==> src/rtl/simd_operand_loader.sv <==
// Operand staging for the SIMD packer: takes an unpack command, then builds 256-bit
// A and B operands from 64-bit beats and holds them under a valid/ready handshake.
module simd_operand_loader #(
   parameter int SIMD_WIDTH = 256,
   parameter int BUS_WIDTH  = 64
) (
   input  logic                  clk,
   input  logic                  rst,
   input  logic                  cmd_valid,
   output logic                  cmd_ready,
   input  logic [2:0]            cmd_mode,
   input  logic                  cmd_hi,
   input  logic                  in_valid,
   output logic                  in_ready,
   input  logic [BUS_WIDTH-1:0]  in_data,
   output logic                  out_valid,
   input  logic                  out_ready,
   output logic [SIMD_WIDTH-1:0] A,
   output logic [SIMD_WIDTH-1:0] B,
   output logic [2:0]            data_mode,
   output logic                  hi_flag
);

   localparam int BEATS = SIMD_WIDTH / BUS_WIDTH;
   localparam int CNT_W = (BEATS > 1) ? $clog2(BEATS) : 1;
   localparam logic [CNT_W-1:0] LAST_BEAT     = CNT_W'(BEATS - 1);
   localparam logic [2:0]       MODE_PASS_MIN = 3'd5;

   typedef enum logic [1:0] {
      S_IDLE   = 2'd0,
      S_LOAD_A = 2'd1,
      S_LOAD_B = 2'd2,
      S_HOLD   = 2'd3
   } state_t;

   state_t                state_q, state_d;
   logic [CNT_W-1:0]      cnt_q, cnt_d;
   logic [SIMD_WIDTH-1:0] a_q, a_d;
   logic [SIMD_WIDTH-1:0] b_q, b_d;
   logic [2:0]            mode_q, mode_d;
   logic                  hi_q, hi_d;

   logic cmd_fire;
   logic beat_fire;
   logic last_beat;
   logic pass_a;
   logic load_a;
   logic load_b;
   logic b_clear;

   // ---------------------------------------------------------------- state register
   always_ff @(posedge clk) begin
      if (rst) begin
         state_q <= S_IDLE;
      end else begin
         state_q <= state_d;
      end
   end

   // ---------------------------------------------------------------- next state
   always_comb begin
      state_d = state_q;
      unique case (state_q)
         S_IDLE: begin
            if (cmd_valid) state_d = S_LOAD_A;
         end
         S_LOAD_A: begin
            if (in_valid && (cnt_q == LAST_BEAT)) begin
               state_d = pass_a ? S_HOLD : S_LOAD_B;
            end
         end
         S_LOAD_B: begin
            if (in_valid && (cnt_q == LAST_BEAT)) state_d = S_HOLD;
         end
         S_HOLD: begin
            if (out_ready) state_d = S_IDLE;
         end
         default: state_d = S_IDLE;
      endcase
   end

   // ---------------------------------------------------------------- outputs from state only
   always_comb begin
      cmd_ready = 1'b0;
      in_ready  = 1'b0;
      out_valid = 1'b0;
      unique case (state_q)
         S_IDLE:   cmd_ready = 1'b1;
         S_LOAD_A: in_ready  = 1'b1;
         S_LOAD_B: in_ready  = 1'b1;
         S_HOLD:   out_valid = 1'b1;
         default: ;
      endcase
   end

   // ---------------------------------------------------------------- datapath control
   assign load_a    = (state_q == S_LOAD_A);
   assign load_b    = (state_q == S_LOAD_B);
   assign cmd_fire  = cmd_valid && (state_q == S_IDLE);
   assign beat_fire = in_valid && (load_a || load_b);
   assign last_beat = beat_fire && (cnt_q == LAST_BEAT);
   assign pass_a    = (mode_q >= MODE_PASS_MIN);
   // Pass-A modes never fetch B, so B is zeroed as A completes.
   assign b_clear   = load_a && last_beat && pass_a;

   always_comb begin
      cnt_d = cnt_q;
      if (cmd_fire) begin
         cnt_d = '0;
      end else if (beat_fire) begin
         cnt_d = last_beat ? '0 : cnt_q + 1'b1;
      end
   end

   always_comb begin
      mode_d = mode_q;
      hi_d   = hi_q;
      if (cmd_fire) begin
         mode_d = cmd_mode;
         hi_d   = cmd_hi;
      end
   end

   // Each beat slot owns one BUS_WIDTH slice of A and of B.
   generate
      for (genvar gi = 0; gi < BEATS; gi++) begin : g_slot
         logic slot_hit;
         assign slot_hit = beat_fire && (cnt_q == CNT_W'(gi));

         assign a_d[gi*BUS_WIDTH +: BUS_WIDTH] =
            (slot_hit && load_a) ? in_data : a_q[gi*BUS_WIDTH +: BUS_WIDTH];

         assign b_d[gi*BUS_WIDTH +: BUS_WIDTH] =
            (slot_hit && load_b) ? in_data :
            b_clear              ? '0      : b_q[gi*BUS_WIDTH +: BUS_WIDTH];
      end
   endgenerate

   // ---------------------------------------------------------------- datapath registers
   always_ff @(posedge clk) begin
      if (rst) begin
         cnt_q  <= '0;
         a_q    <= '0;
         b_q    <= '0;
         mode_q <= '0;
         hi_q   <= 1'b0;
      end else begin
         cnt_q  <= cnt_d;
         a_q    <= a_d;
         b_q    <= b_d;
         mode_q <= mode_d;
         hi_q   <= hi_d;
      end
   end

   assign A         = a_q;
   assign B         = b_q;
   assign data_mode = mode_q;
   assign hi_flag   = hi_q;

endmodule

==> config.mk <==
export PLATFORM = sky130hd
export DESIGN_NAME = simd_operand_loader
export DESIGN_NICKNAME = d
export VERILOG_FILES = /design/src/rtl/simd_operand_loader.sv
export SDC_FILE = /design/constraint.sdc
export NUM_CORES = 1
export LEC_CHECK = 0
export ABC_AREA = 1
export CELL_PAD_IN_SITES_DETAIL_PLACEMENT = 1
export CELL_PAD_IN_SITES_GLOBAL_PLACEMENT = 1
export CORE_ASPECT_RATIO = 1.4
export CORE_MARGIN = 5
export CORE_UTILIZATION = 30
export DETAILED_ROUTE_END_ITERATION = 8
export PLACE_DENSITY_LB_ADDON = 0.3
export SYNTH_ARGS = -nofsm -noshare
export SYNTH_HDL_FRONTEND = slang
export SYNTH_SLANG_ARGS = --single-unit
==> constraint.sdc <==
create_clock -name clk -period 1.7 [get_ports clk]
set_input_delay 0.17 -clock clk [delete_from_list [all_inputs] [get_ports clk]]
set_output_delay 0.17 -clock clk [all_outputs]
set_load 0.05 [all_outputs]
After elaboration in Yosys (flattened, before gate mapping)
Index checks and enable logic that the tools add are counted.
- mux-type cells: 15
- reduce and logical (&&, ||, !) cells: 26
- add/subtract/negate cells: 1
- $lt $le $gt $ge: 1
- eq/ne operators: 10
- operators by type and width (operator ; number):
    $mux W64 ; 5
    $logic_and A1 B1 Y1 ; 16
    $mux W2 ; 5
    $eq A2 B2 Y1 const B ; 4
    $pmux W2 S4 ; 1
    $reduce_bool A2 Y1 ; 4
    $eq A2 B1 Y1 const B ; 2
    $logic_not A2 Y1 ; 2
    $mux W1 ; 4
    $ne A2 B1 Y1 const B ; 2
    $ne A2 B2 Y1 const B ; 2
    $reduce_and A4 Y1 ; 1
    $reduce_or A2 Y1 ; 2
    $ge A3 B3 Y1 const B ; 1
    $add A2 B1 Y2 const B ; 1
    $logic_or A1 B1 Y1 ; 1
- output and inout port bits: 519
- register bits after elaboration: 520
- input port bits: 73
- word-level logic and storage cells: 65

Logic depth before layout (Yosys ltp)
- depth in word-level cells: 8
- mapped depth: 9
- gate-level depth less buffers: 8

Least setup slack after synthesis
No wires, ideal clock.
- path kind: register to register
- from: register state_q[0]
- to: register b_q[215], in the netlist B[215]
- library setup time: 0.132 ns
- path slack: -0.358 ns
- cell stages (with the launch flop): 10
- data arrival time: 1.926 ns
- path buffers: 2
- data required time: 1.568 ns
- cells stage by stage: dfxtp_1 inv_1 ha_1 nand2_4 nor2_4 nand3_2 buf_4 buf_2 nand3_1 a21oi_1
- longest elaborated chain between the ends: 7
- elaborated cells on any way between the ends: 10
- those cells by class: eq/ne (2); mux (1); reduce/logical (7)
- RTL lines (what ; line ; RTL):
    start: declaration ; 36 ; state_t state_q, state_d;
    start signal: assignment ; 56 ; state_q <= state_d;
    $eq A2 B1 Y1 or $eq A2 B2 Y1 (tied branches) ; 97, 98 ;
    $logic_or A1 B1 Y1 ; 100 ; assign beat_fire = in_valid && (load_a || load_b);
    $logic_and A1 B1 Y1 ; 100 ;
    $logic_and A1 B1 Y1 ; 101, 128 ;
    $logic_and A1 B1 Y1 (2 in series) ; 104 ; assign b_clear = load_a && last_beat && pass_a;
    $reduce_bool A2 Y1 (no source line) ; -- ;
    end signal: assignment ; 144 ; b_q <= '0;
    end signal: assignment ; 150 ; b_q <= b_d;
    end: declaration ; 39 ; logic [SIMD_WIDTH-1:0] b_q, b_d;
Several ways; a longest one is shown, not always the timed one.
A chain may end at the register's enable or synchronous reset.

Worst setup path in the final report
- from: register state_q[1]
- to: register b_q[150], in the netlist B[150]
- longest elaborated chain between the ends: 7
- elaborated cells on any way between the ends: 11
- those cells by class: eq/ne (2); mux (1); reduce/logical (8)
- RTL lines (what ; line ; RTL):
    $eq A2 B1 Y1 or $eq A2 B2 Y1 (tied branches) ; 97, 98 ;
    $logic_or A1 B1 Y1 ; 100 ;
    $logic_and A1 B1 Y1 ; 100 ;
    $logic_and A1 B1 Y1 ; 101 ; assign last_beat = beat_fire && (cnt_q == LAST_BEAT);
    $logic_and A1 B1 Y1 (2 in series) ; 104 ;
    $reduce_bool A2 Y1 (no source line) ; -- ;
Several ways; a longest one is shown, not always the timed one.

==> impl_metrics.toml <==
[sta]
layout_setup_ws_ns = -0.1692
max_freq_ghz = 0.5350
relSlewSlack_pct = 61.88
drv_slew = 0
setup_viol = 279
rsz0062_at_grt = "yes"
fin_worst_skew_ns = 0.02445
fin_crit_sh_pct = 110.0
timing_hold_violations_final = 0
worst_pin_slew_ns = 0.5701
finalCriticalPeriod_ns = 1.869

[finish]
areaGrowthSynthToFinish_pct = 46.21
layout-drive-gt1-share_pct = 19.62
final_cell_mix = "dfxtp_1, nor2_1, buf_4, nand2_1, o21ai_0"
fin_cells = 3754
nNetsFinal = 2965
final_common_cell = "dfxtp_1"

[die]
start_util_pct = 30.27
dieArea_um2 = 67610
die_y_um = 305.7
fp.dieW_um = 221.2
fp-row-count = 108
ios = 592
coreArea_um2 = 61890

[routing]
highest_layer = "met5"
vias = 18970
drc = 0
met2_length_mm = 44.60
ant_nets = 0
routed_wl_mm = 89.49
wl_met1_mm = 33.97
first_iter_violations = 1385
viasPerCell = 5.053
drtPass1Iterations = 5
wl_per_cell_um = 23.84
wl_met3_mm = 6.392

[outcome]
status = "finished with violations"
violations = "setup timing"

[yosys]
synth_area_um2 = 18730
synth-seq-cells = 520
synth_cells = 2325
ys_warn_count = 0
ys_types = 23
avgSynthCellArea_um2 = 8.057
yosysSeqAreaShare_pct = 55.57
synth_nets = 2407

[power_and_ir_drop]
p_per_area_nw_per_um2 = 1093
netSwitchingFraction_pct = 29.24
fin_total_pwr_mw = 29.94
switchingPower_mw = 8.753
ir_drop_v = 0.0006934
combPwrFrac_pct = 16.5
pwr-share-clk_pct = 40.8
pwr-share-seq_pct = 42.7
cellLeakagePower_nw = 11.28
p_int_mw = 21.18

[global_routing]
grt_overflow_total = 0
grt_max_degree = 83
grt_pass1_vias = 19450
grt_antenna_before_repair = 6
grt_pass1_wl_mm = 125.6
grt_use_total_pct = 23.66

[critical_path]
slowest_stage = "dfxtp_2"
cpLargestDelayFamily = "buffers and inverters"
cp.buffers_inverters = 4
cp_data_required_time_ns = 2.17
cp.arrival_ns = 2.34
crit_path_frequent_cell = "clkbuf_16"
worstPathCellList = "inv_2 > ha_4 > nand2_8 > nor2_4 > buf_12 > nand3_4 > clkbuf_16 > clkbuf_16 > nand3_1 > a21oi_1"
crit_path_start_kind = "flip-flop"
critPathKind = "flip-flop to flip-flop"
critPathMaxFanout = 20
slowest_delay_ns = 0.34
end_kind = "flip-flop"

[cts]
clock_path_buffers = 3
cts.clk_slew.worst_paths_ns = 0.07
cts_tree = "built"
cts_buffers = 52
clock-sinks = 520
cts_root_buf = "clkbuf_16"
h-tree-depth = 2
clkLatencyLatePin_ns = 0.60

[place]
dp.cells = 3624
routabilityCongestion = 0.8100
dp_hpwl_mm = 58.88
io_buffer_count = 591

[worst_hold_path]
hold_class = "input pin to flip-flop"

[run]
drv_cap = 0
timing repair:
action                                  CTS  global route
gates resized for setup                 241            62
endpoints found under the setup margin  667           612
pin swaps                                 1             1
hold endpoints to repair                 12             0
gates cloned                              1            22
setup buffers                             0             6
hold buffers                              1             0
Yosys cell counts:
cell type	n	share of area, %
a211oi_1	2	0.080
dfxtp_1	520	56
nand2_2	1	0.033
buf_2	57	1.5
nand3_2	1	0.053
buf_4	11	0.44
o21ai_0	261	7.0
clkinv_2	4	0.11
nand2_4	1	0.060
clkbuf_1	72	1.4
clkbuf_2	6	0.16
clkinv_1	1	0.020
a21oi_1	261	7.0
nor2_1	517	10
inv_1	15	0.30
inv_2	4	0.080
o21bai_1	1	0.040
nor2_4	1	0.060
nor2_2	3	0.10
buf_6	43	2.6
nand2_1	275	5.5
nand3_1	259	6.9
ha_1	9	0.60
power by group through the flow:
stage               Combinational (mW)  Clock (mW)  Sequential (mW)
global placement                  4.74           0             13.0
CTS                               4.86        12.5             12.8
finish                            4.95        12.2             12.8
floorplan                         1.56           0             14.2
global route                      5.23        13.0             12.8
detailed placement                4.86           0             13.1
worst paths after layout:
kind                        to  cells after the start        start  slack [ns]
hold / removal    data_mode[1]                      3  cmd_mode[1]        0.20
setup reg to reg        B[150]                     10   state_q[1]       -0.17
hold reg to reg         A[226]                      2       A[226]        0.48
setup / recovery        B[150]                     10   state_q[1]       -0.17
layout make-up:
class                   count  area (um^2)
clock buffers              76         1583
multi-input cells        1592         7368
repair buffers            693         6646
clock inverters            20        211.5
flip-flops and latches    520        10410
inverters                  24        123.9
fillers                  7404        34500
diodes                      4        10.01
well taps                 825         1032
cell families after synthesis:
| logic type | count (synthesis) | share of synthesized area, % |
|---|---|---|
| buffers and inverters | 213 | 6.659 |
| adder cells (fa/ha/maj) | 9 | 0.6012 |
| AO/OA/AOI/OAI | 525 | 14.07 |
| flip-flops | 520 | 55.57 |
| AND/OR/NAND/NOR | 1058 | 23.10 |
state kept, by name, summed over array words and instances, names as in the netlist:
| name | count |
|---|---|
| B | 256 |
| data_mode | 3 |
| A | 256 |
| cnt_q | 2 |
| state_q | 2 |
| hi_flag | 1 |
tightest hold or removal path: stages:
cell,delay [ns]
clkdlybuf4s50_1,0.39
o21ai_0,0.16
a21oi_1,0.04
metrics by stage:
step / utilization [%] / setup slack [ns] / cell area (um^2) / setup TNS (ns) / hold WS [ns]
6_report: 44.25 / -0.1692 / 27390 / -21.11 / 0.2020
5_1_grt: 44.25 / -0.2369 / 27390 / -55.99 / 0.2018
4_1_cts: 42.99 / -0.1634 / 26610 / -28.30 / 0.1690
3_5_place_dp: 40.33 / -0.2303 / 24960 / -77.98 / 0.4656
3_3_place_gp: 40.33 / -0.1315 / 24960 / -45.73 / 0.4609
2_1_floorplan: - / 0.01676 / 18760 / 0 / 0.3172
per-layer routing:
layer | vias to the layer above | track usage [%]
li1 | 8768 | -
met1 | 9364 | 26.65
met2 | 640 | 41.24
met3 | 196 | 6.710
met4 | 2 | 11.36
met5 | - | 0
(Power assumes the default switching activity.)
==> edit, RTL diff (config.mk and constraints unchanged) <==
Set the parameter `SIMD_WIDTH` to 128 (it was 256).
--- a/src/rtl/simd_operand_loader.sv
+++ b/src/rtl/simd_operand_loader.sv
@@ -1,7 +1,7 @@
 // Operand staging for the SIMD packer: takes an unpack command, then builds 256-bit
 // A and B operands from 64-bit beats and holds them under a valid/ready handshake.
 module simd_operand_loader #(
-   parameter int SIMD_WIDTH = 256,
+   parameter int SIMD_WIDTH = 128,
    parameter int BUS_WIDTH  = 64
 ) (
    input  logic                  clk,
Interface: changed (resized A and B); port bits go from 592 to 336. The function was not compared with the original's and may differ.
==> edit against the unedited design <==
Cell area is 47% lower; combinational power is 27% lower; largest power group unchanged; maximum frequency grew 7.8%; wire length shrank 54%; sequential power fell by 49%; sequential cell count decreased by 257; the run still ends with setup timing left; count of clock-buffer cells in the layout shrank 36; clock skew is 8.0 ps lower; critical path depth unchanged; total power decreased by 47%; synthesized area down 49%; first-iteration DRC count shrank 69%; setup slack better by 140 ps.
==> edit: results <==
synth:
  synth_warnings: 0
  ys_top_cells_by_area: "sky130_fd_sc_hd__dfxtp_1 (55%), sky130_fd_sc_hd__a21oi_1 (10%), sky130_fd_sc_hd__nand3_1 (10%)"
  synthArstFlopShare_pct: 0
  primary_flip_flop_cell_chosen_by_synthesis_mapping: "sky130_fd_sc_hd__dfxtp_1"
  post_synth_net_total: 1268
  yosys.cell_types.count: 19
  seq_area_frac_synth_pct: 55.26
  ys_top_cells_by_count: "sky130_fd_sc_hd__dfxtp_1 (263), sky130_fd_sc_hd__nand2_1 (208), sky130_fd_sc_hd__a21oi_1 (197)"
cts:
  reg_clk_slew_reported_paths_ps: 70
  clock_tree.htree_level_count: 1
  cts_root_buffer: "sky130_fd_sc_hd__clkbuf_16"
  worstSkewPairLatency_ps: 550
  ctsLongestPathBuffers: 3
  clock_buffers_created_by_tritoncts: 27
sta:
  sum_of_negative_setup_slack_ps: -1145
  clock_skew_ps: 16.42
  final-setup-viol-count: 91
  timing.max_slew.rel_slack_pct: 62.68
  setup_ws_ps: -33.24
  holdWs_ps: 136.9
placed_design:
  port_buffers: 335
  routabilityCongestion: 0.7918
  dpl.hpwl_mm: 26.48
route:
  vias: 9691
  wl_met3_mm: 2.259
  dr.first_iter.drc_count: 424
  routed_wirelength_mm: 41.17
  detail_route.wirelength.met1_mm: 16.65
  met2_length_mm: 21.09
  detail_route.first_pass.iterations: 5
  dr.max_layer_used: "met4"
power_and_ir_drop:
  vdd_ir_drop_max_mv: 0.7286
  leakage_nw: 5.922
grt:
  via_count_of_the_first_global_routing_pass: 9830
  grt_pass1_wl_mm: 59.56
  groute.usage.overall_pct: 20.94
  initial_antenna_violation_count: 1
  grt_max_degree: 106
worst_hold_path:
  hold_path_class: "in -> reg"
worst_setup_path:
  worst-path-max-fanout: 17
  cp.arrival_ps: 2130
cells_and_area:
  nNetsFinal: 1593
  fraction_of_layout_instances_using_a_drive_strength_above_1_pct: 19.32
run_status:
  status: "finished with violations"
  violations: "setup timing"
edit: cell types whose count changed in the layout (fill, tap and decap cells not counted), sizes merged, moves of 62 or more:
cell,change
nand3,-64
a21oi,-64
buf,-202
nand2,-69
dlygate4sd2,-62
o21ai,-192
nor2,-387
dfxtp,-257
edit: logic make-up (layout without fill, tap and decap cells):
| group | after synthesis | in the layout | share of synthesized area (%) |
|---|---|---|---|
| AND/OR/NAND/NOR | 539 | 539 | 23.94 |
| AO/OA/AOI/OAI | 267 | 267 | 14.05 |
| flip-flops | 263 | 263 | 55.26 |
| buffers and inverters | 116 | 458 | 6.093 |
| adder cells (fa/ha/maj) | 5 | 5 | 0.6566 |
| other | 0 | 1 | 0 |
edit: critical path, cell delays in order, from the launching register on:
cell,delay (ps)
sky130_fd_sc_hd__dfxtp_2,340
sky130_fd_sc_hd__inv_2,50
sky130_fd_sc_hd__ha_4,270
sky130_fd_sc_hd__nand2_4,60
sky130_fd_sc_hd__nor2_4,160
sky130_fd_sc_hd__buf_12,120
sky130_fd_sc_hd__nand3_4,80
sky130_fd_sc_hd__buf_12,180
sky130_fd_sc_hd__buf_16,160
sky130_fd_sc_hd__nand3_1,70
sky130_fd_sc_hd__a21oi_1,70
edit: repair_timing:
item                                    CTS  global route
endpoints found under the setup margin  221           176
cloned                                    4            11
buffers inserted                          6             2
resized for setup                       138            70
pin swaps                                 1             2
edit: final timing paths:
kind                            startpoint  cells after the start    end
worst max-delay path            state_q[1]                     10   B[4]
worst min-delay path                   rst                      3  B[63]
worst max register to register  state_q[1]                     10   B[4]
worst min register to register       A[60]                      2  A[60]
edit: power breakdown:
group	switching, W	internal [W]	leakage [nW]	total (W)
Sequential	0.000147	0.00641	2.12	0.00656
Clock	0.00248	0.00316	0.408	0.00565
Combinational	0.00244	0.00117	3.39	0.00360
Total	0.00507	0.0107	5.92	0.0158
edit: final cells by class:
type / count / area [um2]
Antenna cell: 1 / 2.502
Clock buffer: 40 / 784.5
Clock inverter: 6 / 30.03
Fill cell: 3749 / 17050
Inverter: 14 / 82.58
Multi-Input combinational cell: 811 / 3905
Sequential cell: 263 / 5268
Tap cell: 395 / 494.2
Timing Repair Buffer: 398 / 3884
edit: routing by layer:
metal,vias to the layer above,GRT usage (%)
li1,4623,-
met3,54,3.965
met5,-,0
met1,4741,25.29
met2,273,37.00
met4,0,7.442
edit: through the flow:
step                      std cells  worst slack, ps  area, um2
after floorplan                1190            13.61       9544
after global placement         1858           -3.925      13080
after detailed placement       1858           -99.36      13080
after CTS                      1914           -29.71      13970
after global routing           1928           -105.6      14450
final                          1928           -33.24      14450
